===== src/rtl/clock_gate_pkg.sv =====
// clock_gate_pkg: shared state encodings and default sizing for clock-gating controllers
package clock_gate_pkg;
  typedef enum logic [1:0] {
    ST_RUN   = 2'd0,
    ST_COUNT = 2'd1,
    ST_GATED = 2'd2,
    ST_WAKE  = 2'd3
  } state_t;
  localparam int IDLE_W_DEF = 8;
  localparam int WAKE_CYCLES_DEF = 2;
endpackage


===== src/rtl/EICG_wrapper.sv =====
// EICG_wrapper: latch-based glitch-free clock gate with test override
module EICG_wrapper (
  input  logic in,
  input  logic en,
  input  logic test_en,
  output logic out
);
  logic en_q;
  // enable is captured only while the clock is low, so out cannot glitch
  always_latch
    if (!in) en_q <= en | test_en;
  assign out = in & en_q;
endmodule


===== src/rtl/clock_gate_ctrl.sv =====
// clock_gate_ctrl: idle-hysteresis sequencer deciding when a domain clock stops and restarts
module clock_gate_ctrl
  import clock_gate_pkg::*;
#(
  parameter int IDLE_W = IDLE_W_DEF,
  parameter int WAKE_CYCLES = WAKE_CYCLES_DEF
) (
  input  logic              clock,
  input  logic              reset,
  input  logic              cfg_gate_enable,
  input  logic [IDLE_W-1:0] cfg_idle_thresh,
  input  logic              busy,
  input  logic              wake_req,
  input  logic              test_en,
  output logic              gclk,
  output logic              clk_en,
  output logic              gated,
  output logic              wake_ack
);
  localparam int WW = $clog2(WAKE_CYCLES + 1);
  state_t state, state_n;
  logic [IDLE_W-1:0] idle_cnt, idle_cnt_n, thresh_q, thresh_n;
  logic [WW-1:0] wake_cnt, wake_cnt_n;
  logic clk_en_n, gated_n, wake_ack_n;
  logic idle, ack_req, wake_done;
  assign idle = cfg_gate_enable & ~busy & ~wake_req;
  assign ack_req = wake_req & ~wake_ack;
  assign wake_done = wake_cnt == WW'(WAKE_CYCLES - 1);
  // state, counters and registered outputs
  always_ff @(posedge clock) begin
    if (reset) begin
      state    <= ST_RUN;
      idle_cnt <= '0;
      thresh_q <= '0;
      wake_cnt <= '0;
      clk_en   <= 1'b1;
      gated    <= 1'b0;
      wake_ack <= 1'b0;
    end else begin
      state    <= state_n;
      idle_cnt <= idle_cnt_n;
      thresh_q <= thresh_n;
      wake_cnt <= wake_cnt_n;
      clk_en   <= clk_en_n;
      gated    <= gated_n;
      wake_ack <= wake_ack_n;
    end
  end
  // next-state: non-idle always wins over a threshold match; WAKE runs to completion
  always_comb begin
    state_n    = state;
    idle_cnt_n = idle_cnt;
    thresh_n   = thresh_q;
    wake_cnt_n = wake_cnt;
    clk_en_n   = clk_en;
    gated_n    = gated;
    wake_ack_n = 1'b0;
    case (state)
      ST_RUN: begin
        wake_ack_n = ack_req;
        if (idle) begin
          state_n    = ST_COUNT;
          idle_cnt_n = '0;
          thresh_n   = cfg_idle_thresh;
        end
      end
      ST_COUNT: begin
        wake_ack_n = ack_req;
        if (!idle) state_n = ST_RUN;
        else if (idle_cnt == thresh_q) begin
          state_n  = ST_GATED;
          clk_en_n = 1'b0;
          gated_n  = 1'b1;
        end else idle_cnt_n = idle_cnt + 1'b1;
      end
      ST_GATED:
        if (busy | wake_req | ~cfg_gate_enable) begin
          state_n    = ST_WAKE;
          clk_en_n   = 1'b1;
          gated_n    = 1'b0;
          wake_cnt_n = '0;
        end
      ST_WAKE: begin
        wake_cnt_n = wake_cnt + 1'b1;
        if (wake_done) begin
          state_n    = ST_RUN;
          wake_ack_n = wake_req;
        end
      end
      default: state_n = ST_RUN;
    endcase
  end
  EICG_wrapper u_gate (
    .in(clock),
    .en(clk_en),
    .test_en(test_en),
    .out(gclk)
  );
endmodule


===== config.mk =====
export PLATFORM = sky130hd
export DESIGN_NAME = clock_gate_ctrl
export DESIGN_NICKNAME = d
export VERILOG_FILES = /design/src/rtl/clock_gate_pkg.sv /design/src/rtl/EICG_wrapper.sv /design/src/rtl/clock_gate_ctrl.sv
export SDC_FILE = /design/constraint.sdc
export NUM_CORES = 1
export LEC_CHECK = 0
export BUFFER_PORTS_ARGS = -buffer_cell sky130_fd_sc_hd__buf_2
export CAP_MARGIN = 20
export CORE_MARGIN = 3
export CORE_UTILIZATION = 40
export DETAILED_ROUTE_END_ITERATION = 16
export PLACE_DENSITY = 0.69
export SLEW_MARGIN = 20
export SYNTH_ARGS = -nofsm -noshare
export SYNTH_HDL_FRONTEND = slang
export SYNTH_HIERARCHICAL = 1
export SYNTH_SLANG_ARGS = --single-unit

===== constraint.sdc =====
create_clock -name clock -period 3.2 [get_ports clock]
set_input_delay 0 -clock clock [delete_from_list [all_inputs] [get_ports clock]]
set_output_delay 0 -clock clock [all_outputs]
set_load 0.01 [all_outputs]

==> reports/summary.txt, run 1 <==
Slew @ Worst Pin -> 0.408 ns
Worst-path fanout max -> 1
Post-Syn Area -> 1210 um2
Largest net degree at the start of global routing -> 22
Post-synth ARST share -> 0
End of the critical path -> gclk
Most area-consuming cells after synthesis -> dfxtp_1 38%, mux2i_1 9.1%, nor2_1 5.6%
Die Y -> 61.1 um
DRC violations left -> 0
Status -> finished, final reports clean
Max-Cap Viols -> 0
Yosys warning count -> 6
CP max-delay cell -> dlxtn_1
VDD IR max -> 0.180 mV
Cells along the critical path -> and2_1 -> buf_2
Setup slack, reg-to-reg -> 1.07 ns
Placement Rows -> 19
Most common cell after layout, fill and taps aside -> dfxtp_1
Worst Hold Class -> in2reg
Wirelength per Cell -> 12.1 um
WP depth -> 2
Vias/cell -> 5.25
Worst Hold Slack -> 0.0376 ns
Worst R2R End -> u_gate/en_q$_DLATCH_N_
Most frequent cells in the layout -> 23 x dfxtp_1, 19 x dlygate4sd3_1, 18 x nor2_1
Cell taking the most area after synthesis -> dfxtp_1
Area of the multi-input gates -> 684 um2
I/O Pins -> 18
Synth Flop Type -> dfxtp_1
Synth top area share -> 0.379
Leak pwr -> 0.670 nW
Setup TNS -> 0 ns
Width of the die -> 61.1 um
Routed WL -> 2.44 mm
DR pass1 iterations -> 4
CP max stage delay -> 0.40 ns
Synth unique cells -> 39
DR iter-0 viols -> 23
Worst EP arrival -> 2.64 ns
Max Slew Vio Count -> 0
Total number of vias -> 1060
Endpoints failing setup -> 0
Avg Inst Size Synth -> 9.13 um2
Ratio of cells with drive above 1 in the final layout -> 0.205
Global-route wire length before repair -> 3.94 mm
Startpoint Class -> latch
Vias in the first global route -> 964
CORE AREA -> 2830 um2
CTS tree -> built
Fin. Hold Viols -> 0
DP HPWL -> 1.67 mm
Post-Synthesis Cells -> 133
GP Congestion -> 0.741
Die area -> 3730 um2
Initial antenna violation count -> 0
Layout Skew -> 0.00374 ns
ANT nets after route -> 0
Slew HR -> 0.727
Fill cell count -> 254
GRT overflow -> 0
Crit path from -> u_gate/en_q$_DLATCH_N_
Clk pin slew, worst setup/hold paths -> 0.13 ns
Seq cells post-synth -> 24
Syn_nets -> 149
Reg2Reg Depth -> 1
Clk_lat worst skew -> 0.42 ns
Critical Path RT -> 3.20 ns
RSZ-0062 raised after global routing -> no
Buffers & Inverters on Critical Path -> 1
Kind of critical path -> latch2out
Layout area overhead -> 27.8%
Tot GR Track Use -> 0.138
CP top delay family -> latches
I/O Buffers -> 17
Setup crit end kind -> output port
Initial Util -> 0.429
Critical R2R Launch -> clk_en$_SDFFE_PP1P_
Post-synth EDFFs -> 0
N_diodes -> 0
FF+latch area -> 475 um2
PD cells -> 379 nW/um2
NumNets Final -> 188
[per-layer routing]
layer,track usage,part of all wire
met2,0.236,0.49
met1,0.170,0.45
met5,0,0
met3,0.0189,0.042
met4,0.0650,0.011
[state kept, by name, summed over array words and instances, names as in the netlist, named ones only]
name and count:
thresh_q 8, wake_cnt 2, wake_ack 1, gated 1, clk_en 1, u_gate/en_q 1, state 1, idle_cnt 8
[layout make-up]
class                      instances  share of cell area
clock buffer                       8              0.0346
inverter                           6              0.0145
multi-input combinational         97               0.441
sequential                        24               0.306
tap                               31              0.0250
timing repair buffer              36               0.179
[worst min-delay path: stages]
cell and delay, ns:
buf_2 0.09, nor3b_1 0.05, o31ai_1 0.24, a21oi_2 0.05
[how the worst min path moves through the flow]
stage | from | end | depth (start not counted)
finish | busy | gated$_SDFFE_PP0P_ | 4
global route | busy | gated$_SDFFE_PP0P_ | 4
global placement | clock | gclk | 2
floorplan | cfg_idle_thresh[0] | thresh_q[0]$_SDFFE_PP0P_ | 2
CTS | busy | gated$_SDFFE_PP0P_ | 4
detailed placement | clock | gclk | 2
[logic make-up (layout without fill, tap and decap cells)]
group | Yosys count | in the layout | share of synthesized area
latches | 1 | 1 | 0.0124
muxes | 11 | 11 | 0.0906
buffers and inverters | 12 | 50 | 0.0453
adders and majority gates | 2 | 2 | 0.0206
xor gates and xnor gates | 8 | 8 | 0.0700
and+or+nand+nor | 56 | 56 | 0.263
DFF | 23 | 23 | 0.379
AOI/OAI and AO/OA | 20 | 20 | 0.119
[report_power, final]
group | switching, W | internal [W] | leakage (nW) | total (W)
logic | 0.0000314 | 0.0000359 | 0.440 | 0.0000673
clock network | 0.000112 | 0.000105 | 0.0351 | 0.000217
registers | 0.00000470 | 0.000300 | 0.195 | 0.000304
[synthesized netlist by cell type, types with 2 or more instances]
cell	number
a21oi_2	2
and2_1	2
nor4_4	2
nor2_1	18
clkbuf_1	2
o32ai_1	2
nand3_1	5
ha_1	2
xor2_1	6
xor2_2	2
inv_1	6
a21o_1	2
dfxtp_1	23
a21oi_1	5
buf_2	2
mux2i_1	11
nand4_1	4
nand2b_1	4
nand2_1	13
[repair_timing]
| item | 4_1_cts | 5_1_grt |
|---|---|---|
| hold endpoints to repair | 14 | 0 |
| setup buffers | 0 | 0 |
| hold buffers | 19 | 0 |
| setup endpoints to repair | 0 | 0 |
| resized for setup | 0 | 0 |
[per-stage QoR]
stage	area, um2	instances	power [W]	worst slack [ns]	utilization
floorplan	1210	133	0.000364	1.08	-
detailed placement	1310	176	0.000390	1.02	0.464
finish	1550	202	0.000589	0.556	0.549
global placement	1310	176	0.000389	1.02	0.464
global route	1550	202	0.000618	0.498	0.549
CTS	1550	202	0.000594	0.546	0.549
No activity file was read; power rests on OpenSTA's default activity.
==> run 2: changes to the inputs <==
Settings changed: PLACE_DENSITY 0.69 to 0.72.
Clock period 3.2 ns to 2.4 ns, I/O delays scaled along.
==> run 2 against run 1 <==
  * Non-clock buffer count did not move
  * Clock power rose by 35%
  * Via count rose by 0.57%
  * Global-route usage rose by 2.2 points
  * Routed wire length rose by 7.0%
  * Sequential cell count did not move
  * Die area did not move
  * Final cell count did not move
  * Critical path depth did not move
  * Register-to-register slack got worse by 0.51 ns
==> reports/summary.txt, run 2 (synthesis results as in run 1) <==
Max-Cap Viols -> 0 (unchanged)
Global-route wire length before repair -> 4.41 mm (was 3.94 mm)
Vias in the first global route -> 1053 (was 964)
DR pass1 iterations -> 4 (unchanged)
Slew @ Worst Pin -> 0.428 ns (was 0.408 ns)
Slew HR -> 0.713 (was 0.727)
Wirelength per Cell -> 12.9 um (was 12.1 um)
Ratio of cells with drive above 1 in the final layout -> 0.205 (unchanged)
Final instance area -> 1550 um2 (unchanged)
Most common cell after layout, fill and taps aside -> dfxtp_1 (unchanged)
# hold bufs at CTS -> 19 (unchanged)
Placement Rows -> 19 (unchanged)
GP Congestion -> 0.765 (was 0.741)
Layout area overhead -> 27.8% (unchanged)
Area after DPL -> 1310 um2 (unchanged)
Kind of critical path -> latch2out (unchanged)
CTS tree -> built (unchanged)
Most frequent cells in the layout -> 23 x dfxtp_1, 19 x dlygate4sd3_1, 18 x nor2_1 (unchanged)
Hold Crit Depth -> 4 (unchanged)
I/O Pins -> 18 (unchanged)
RSZ-0062 raised after global routing -> no (unchanged)
DP HPWL -> 1.83 mm (was 1.67 mm)
N_diodes -> 0 (unchanged)
Worst-path fanout max -> 1 (unchanged)
Worst Hold Launch -> busy (unchanged)
Setup TNS -> 0 ns (unchanged)
Total number of vias -> 1066 (was 1060)
Top Registers -> idle_cnt: 8 flops, thresh_q: 8 flops, wake_cnt: 2 flops (unchanged)
Pint -> 0.000588 W (was 0.000440 W)
Final core utilization -> 0.549 (unchanged)
DRC violations left -> 0 (unchanged)
Worst Hold Slack -> 0.0444 ns (was 0.0376 ns)
PD cells -> 510 nW/um2 (was 379 nW/um2)
Setup slack, reg-to-reg -> 0.56 ns (was 1.07 ns)
Status -> finished, final reports clean (unchanged)
Setup crit end kind -> output port (unchanged)
Die area -> 3730 um2 (unchanged)
Fin cells -> 202 (unchanged)
Post-CTS Setup Bufs -> 0 (unchanged)
Comb power frac -> 0.115 (was 0.114)
Critical R2R Launch -> state[0]$_SDFFE_PP0P_ (was clk_en$_SDFFE_PP1P_)
Worst R2R End -> thresh_q[6]$_SDFFE_PP0P_ (was u_gate/en_q$_DLATCH_N_)
GRT overflow -> 0 (unchanged)
Tot GR Track Use -> 0.160 (was 0.138)
Layout Skew -> 0.00897 ns (was 0.00374 ns)
I/O Buffers -> 17 (unchanged)
VDD IR max -> 0.404 mV (was 0.180 mV)
Reg2Reg Depth -> 5 (was 1)
Clk_lat worst skew -> 0.44 ns (was 0.42 ns)
Sequential Power Share -> 0.513 (was 0.517)
Worst Hold Class -> in2reg (unchanged)
CP max stage delay -> 0.40 ns (about the same)
Clk pin slew, worst setup/hold paths -> 0.13 ns (about the same)
Critical Path RT -> 2.40 ns (was 3.20 ns)
Routed WL -> 2.61 mm (was 2.44 mm)
Cells along the critical path -> and2_1 -> buf_2 (unchanged)
Endpoints failing setup -> 0 (unchanged)
Initial Util -> 0.429 (unchanged)
DR iter-0 viols -> 27 (was 23)
CP max-delay cell -> dlxtn_1 (unchanged)
Dpl cells -> 176 (unchanged)
WHS Endpoint -> gated$_SDFFE_PP0P_ (unchanged)
Initial antenna violation count -> 0 (unchanged)
Worst EP arrival -> 2.26 ns (was 2.64 ns)
CORE AREA -> 2830 um2 (unchanged)
Clock power frac -> 0.372 (was 0.368)
ANT nets after route -> 0 (unchanged)
CTS resizes -> 0 (unchanged)
Net switching power -> 0.000204 W (was 0.000148 W)
Largest net degree at the start of global routing -> 22 (unchanged)
Switch share -> 0.258 (was 0.252)
Vias/cell -> 5.28 (was 5.25)
Fin. Hold Viols -> 0 (unchanged)
Startpoint Class -> latch (unchanged)
NumNets Final -> 188 (unchanged)
Max Slew Vio Count -> 0 (unchanged)
Width of the die -> 61.1 um (unchanged)
Die Y -> 61.1 um (unchanged)
Leak pwr -> 0.670 nW (unchanged)
[run 2: worst max-delay path by stage]
stage | startpoint | to | cells past startpoint
detailed placement | idle_cnt[2]$_SDFFE_PP0P_ | clk_en$_SDFFE_PP1P_ | 5
floorplan | clk_en$_SDFFE_PP1P_ | u_gate/en_q$_DLATCH_N_ | 1
CTS | u_gate/en_q$_DLATCH_N_ | gclk | 2
global route | u_gate/en_q$_DLATCH_N_ | gclk | 2
finish | u_gate/en_q$_DLATCH_N_ | gclk | 2
global placement | u_gate/en_q$_DLATCH_N_ | gclk | 2
[run 2: power by group through the flow]
| stage | combinational [W] | sequential [W] | clock, W |
|---|---|---|---|
| after floorplan | 0.0000505 | 0.000413 | 0.0000225 |
| final | 0.0000909 | 0.000406 | 0.000294 |
| after global placement | 0.0000681 | 0.000415 | 0.0000360 |
| after CTS | 0.0000906 | 0.000406 | 0.000308 |
| after global routing | 0.0000999 | 0.000407 | 0.000331 |
| after detailed placement | 0.0000707 | 0.000415 | 0.0000360 |
[run 2: cell type report]
cell class | count | area (um2)
tap | 31 | 38.8
clock buffer | 8 | 53.8
sequential | 24 | 475
inverter | 6 | 22.5
multi-input combinational | 97 | 684
fill | 256 | 1280
timing repair buffer | 36 | 278
[run 2: metrics by stage]
| step | worst slack (ns) | total power [W] |
|---|---|---|
| 2_1_floorplan | 0.681 | 0.000486 |
| 3_3_place_gp | 0.623 | 0.000519 |
| 3_5_place_dp | 0.610 | 0.000522 |
| 4_1_cts | 0.122 | 0.000805 |
| 5_1_grt | 0.0897 | 0.000838 |
| 6_report | 0.142 | 0.000792 |
[run 2: layer usage]
layer  track usage  wire length [um]  vias to the layer above  part of all wire
li1              -                 -                      538                 -
met1         0.191              1180                      500              0.45
met2         0.263              1300                       23              0.50
met3        0.0524               101                        5             0.039
met4        0.0650                32                        0             0.012
met5             0                 0                        -                 0
[run 2: worst max-delay path: cells and delay by family (launching register included)]
family                 cells  cell delay, ns
and+or+nand+nor            1            0.10
buffers and inverters      1            0.12
latches                    1            0.40
==> run 3: changes to the inputs <==
--- a/config.mk
+++ b/config.mk
@@ -15,4 +15,3 @@
 export SYNTH_ARGS = -nofsm -noshare
 export SYNTH_HDL_FRONTEND = slang
-export SYNTH_HIERARCHICAL = 1
 export SYNTH_SLANG_ARGS = --single-unit
==> constraint.sdc (replaced) <==
create_clock -name clock -period 2.4 [get_ports clock]
set_input_delay 0.48 -clock clock [delete_from_list [all_inputs] [get_ports clock]]
set_output_delay 0.48 -clock clock [all_outputs]
set_load 0.01 [all_outputs]
==> run 3 against run 2 <==
  * The run now ends with setup timing left
  * Synthesized area shrank 1.1%
  * Sequential share of layout area grew 3.2 points
  * Via count shrank 4.3%
  * Total power grew 11%
  * Synthesized cell count is the same
  * Worst setup slack lost 0.51 ns
  * Global-route usage shrank 0.73 points
  * Die area shrank 1.0%
  * Critical path depth is the same
  * Sequential power is essentially flat
==> reports/summary.txt, run 3 <==
DR iter-0 viols -> 37 (was 27)
Worst Hold Class -> in2reg (unchanged)
Initial antenna violation count -> 0 (unchanged)
Top Registers -> idle_cnt: 8 flops, thresh_q: 8 flops, wake_cnt: 2 flops (unchanged)
Post-Syn Area -> 1200 um2 (was 1210 um2)
Endpoints failing setup -> 2 (was 0)
CP top delay family -> latches (unchanged)
Critical R2R Launch -> idle_cnt[4]$_SDFFE_PP0P_ (was state[0]$_SDFFE_PP0P_)
Clk_lat worst skew -> 0.43 ns (was 0.44 ns)
WP depth -> 2 (unchanged)
Ratio of cells with drive above 1 in the final layout -> 0.265 (was 0.205)
Slew HR -> 0.730 (was 0.713)
Slew @ Worst Pin -> 0.402 ns (was 0.428 ns)
Wirelength per Cell -> 13.2 um (was 12.9 um)
Max Slew Vio Count -> 0 (unchanged)
CP max stage delay -> 0.41 ns (was 0.40 ns)
DP HPWL -> 1.79 mm (was 1.83 mm)
Kind of critical path -> latch2out (unchanged)
Vias in the first global route -> 1005 (was 1053)
Largest net degree at the start of global routing -> 21 (was 22)
Buffers & Inverters on Critical Path -> 1 (unchanged)
Commonest cells in the netlist -> 23 x dfxtp_1, 16 x nand2_1, 13 x a21oi_1 (was 23 x dfxtp_1, 18 x nor2_1, 13 x nand2_1)
Seq cells post-synth -> 24 (unchanged)
VDD IR max -> 0.440 mV (was 0.404 mV)
Post-Synthesis Cells -> 133 (unchanged)
Post-synth ARST share -> 0 (unchanged)
GP Congestion -> 0.716 (was 0.765)
Global-route wire length before repair -> 4.31 mm (was 4.41 mm)
Layout area overhead -> 17.1% (was 27.8%)
Clk pin slew, worst setup/hold paths -> 0.14 ns (was 0.13 ns)
Startpoint Class -> latch (unchanged)
Reg2Reg Depth -> 5 (unchanged)
CP max-delay cell -> dlxtn_1 (unchanged)
Most common cell after layout, fill and taps aside -> dfxtp_1 (unchanged)
I/O Buffers -> 17 (unchanged)
Initial Util -> 0.428 (was 0.429)
Status -> finished with violations (was finished, final reports clean)
Leak pwr -> 0.565 nW (was 0.670 nW)
Yosys warning count -> 0 (was 6)
Total number of vias -> 1020 (was 1066)
Synth Flop Type -> dfxtp_1 (unchanged)
Routed WL -> 2.45 mm (was 2.61 mm)
ANT nets after route -> 0 (unchanged)
End of the critical path -> gclk (unchanged)
RSZ-0062 raised after global routing -> yes (was no)
Syn_nets -> 149 (unchanged)
Post-synth EDFFs -> 0 (unchanged)
Worst EP arrival -> 2.28 ns (was 2.26 ns)
Cell taking the most area after synthesis -> dfxtp_1 (unchanged)
Min setup slack post-route -> -0.364 ns (was 0.142 ns)
CORE AREA -> 2810 um2 (was 2830 um2)
Avg Inst Size Synth -> 9.03 um2 (was 9.13 um2)
I/O Pins -> 18 (unchanged)
Die area -> 3700 um2 (was 3730 um2)
GRT overflow -> 0 (unchanged)
DRC violations left -> 0 (unchanged)
Setup slack, reg-to-reg -> 0.54 ns (was 0.56 ns)
Critical Path RT -> 1.92 ns (was 2.40 ns)
Setup TNS -> -0.364 ns (was 0 ns)
Fin. Hold Viols -> 0 (unchanged)
Synth top area share -> 0.383 (was 0.379)
Most area-consuming cells after synthesis -> dfxtp_1 38%, a21oi_1 5.4%, xor2_1 5.1% (was dfxtp_1 38%, mux2i_1 9.1%, nor2_1 5.6%)
NumNets Final -> 172 (was 188)
Dpl cells -> 179 (was 176)
Worst R2R End -> clk_en$_SDFFE_PP1P_ (was thresh_q[6]$_SDFFE_PP0P_)
N_diodes -> 0 (unchanged)
Vias/cell -> 5.48 (was 5.28)
CTS tree -> built (unchanged)
Cells along the critical path -> and2_1 -> buf_2 (unchanged)
Crit path from -> u_gate.en_q$_DLATCH_N_ (was u_gate/en_q$_DLATCH_N_)
Placement Rows -> 19 (unchanged)
Layout Skew -> 0.0152 ns (was 0.00897 ns)
PD cells -> 626 nW/um2 (was 510 nW/um2)
DR pass1 iterations -> 4 (unchanged)
Worst-path fanout max -> 1 (unchanged)
Most common cell in the netlist -> dfxtp_1 (unchanged)
Violated checks -> setup timing
Die Y -> 60.8 um (was 61.1 um)
Synth unique cells -> 40 (was 39)
Setup crit end kind -> output port (unchanged)
Max-Cap Viols -> 0 (unchanged)
Width of the die -> 60.8 um (was 61.1 um)
Fin cells -> 186 (was 202)
Tot GR Track Use -> 0.152 (was 0.160)
Most frequent cells in the layout -> 23 x dfxtp_1, 17 x buf_2, 16 x nand2_1 (was 23 x dfxtp_1, 19 x dlygate4sd3_1, 18 x nor2_1)
[run 3: worst min path at each step]
stage,end,slack (ns),from,depth (start not counted)
CTS,thresh_q[2]$_SDFFE_PP0P_,0.25,cfg_idle_thresh[2],3
global placement,wake_cnt[1]$_SDFFE_PP0P_,0.47,wake_cnt[1]$_SDFFE_PP0P_,2
floorplan,wake_cnt[1]$_SDFFE_PP0P_,0.45,wake_cnt[1]$_SDFFE_PP0P_,2
detailed placement,thresh_q[1]$_SDFFE_PP0P_,0.48,thresh_q[1]$_SDFFE_PP0P_,2
finish,thresh_q[2]$_SDFFE_PP0P_,0.26,cfg_idle_thresh[2],3
global route,thresh_q[4]$_SDFFE_PP0P_,0.26,cfg_idle_thresh[4],3
[run 3: through the flow]
step           utilization  hold WS, ns  total power, W  worst slack (ns)  area [um2]
2_1_floorplan            -        0.454        0.000483             0.205        1200
3_3_place_gp         0.475        0.470        0.000520             0.144        1330
3_5_place_dp         0.475        0.480        0.000522             0.141        1330
4_1_cts              0.501        0.249        0.000898            -0.375        1410
5_1_grt              0.501        0.256        0.000924            -0.405        1410
6_report             0.501        0.262        0.000881            -0.364        1410
[run 3: routing by layer]
layer  routed length (um)  global-route usage  part of all wire
met1                 1160               0.202              0.47
met2                 1160               0.241              0.48
met3                  127              0.0553             0.052
met4                    0              0.0279                 0
met5                    0                   0                 0
[run 3: cell families after synthesis]
kind of cell / share of synthesized area
and+or+nand+nor: 0.256
AOI/OAI and AO/OA: 0.201
DFF: 0.383
xor gates and xnor gates: 0.0792
buffers and inverters: 0.0292
adders and majority gates: 0.0208
muxes: 0.0177
latches: 0.0125
[run 3: where the power goes]
group | switching (W) | total, W | internal [W]
clock | 0.000160 | 0.000404 | 0.000244
combinational | 0.0000406 | 0.0000720 | 0.0000313
sequential | 0.00000550 | 0.000405 | 0.000400
total | 0.000206 | 0.000881 | 0.000675
[run 3: repair_timing]
action | in CTS | in global routing
hold buffers | 0 | 0
endpoints found under the setup margin | 2 | 2
buffers inserted | 0 | 0
resized for setup | 0 | 0
[run 3: area by class of cell]
class	instances	area [um2]
Clock buffer	7	50.0
Clock inverter	1	30.0
Fill cell	272	1400
Inverter	3	11.3
Multi-Input combinational cell	100	691
Sequential cell	24	475
Tap cell	31	38.8
Timing Repair Buffer	20	110
[run 3: worst reg2reg max path, delay by kind of cell, from the launching register on]
family | cells | cell delay, ns
xor+xnor | 1 | 0.14
compound gates | 1 | 0.17
flops | 1 | 0.47
simple gates | 3 | 1.00
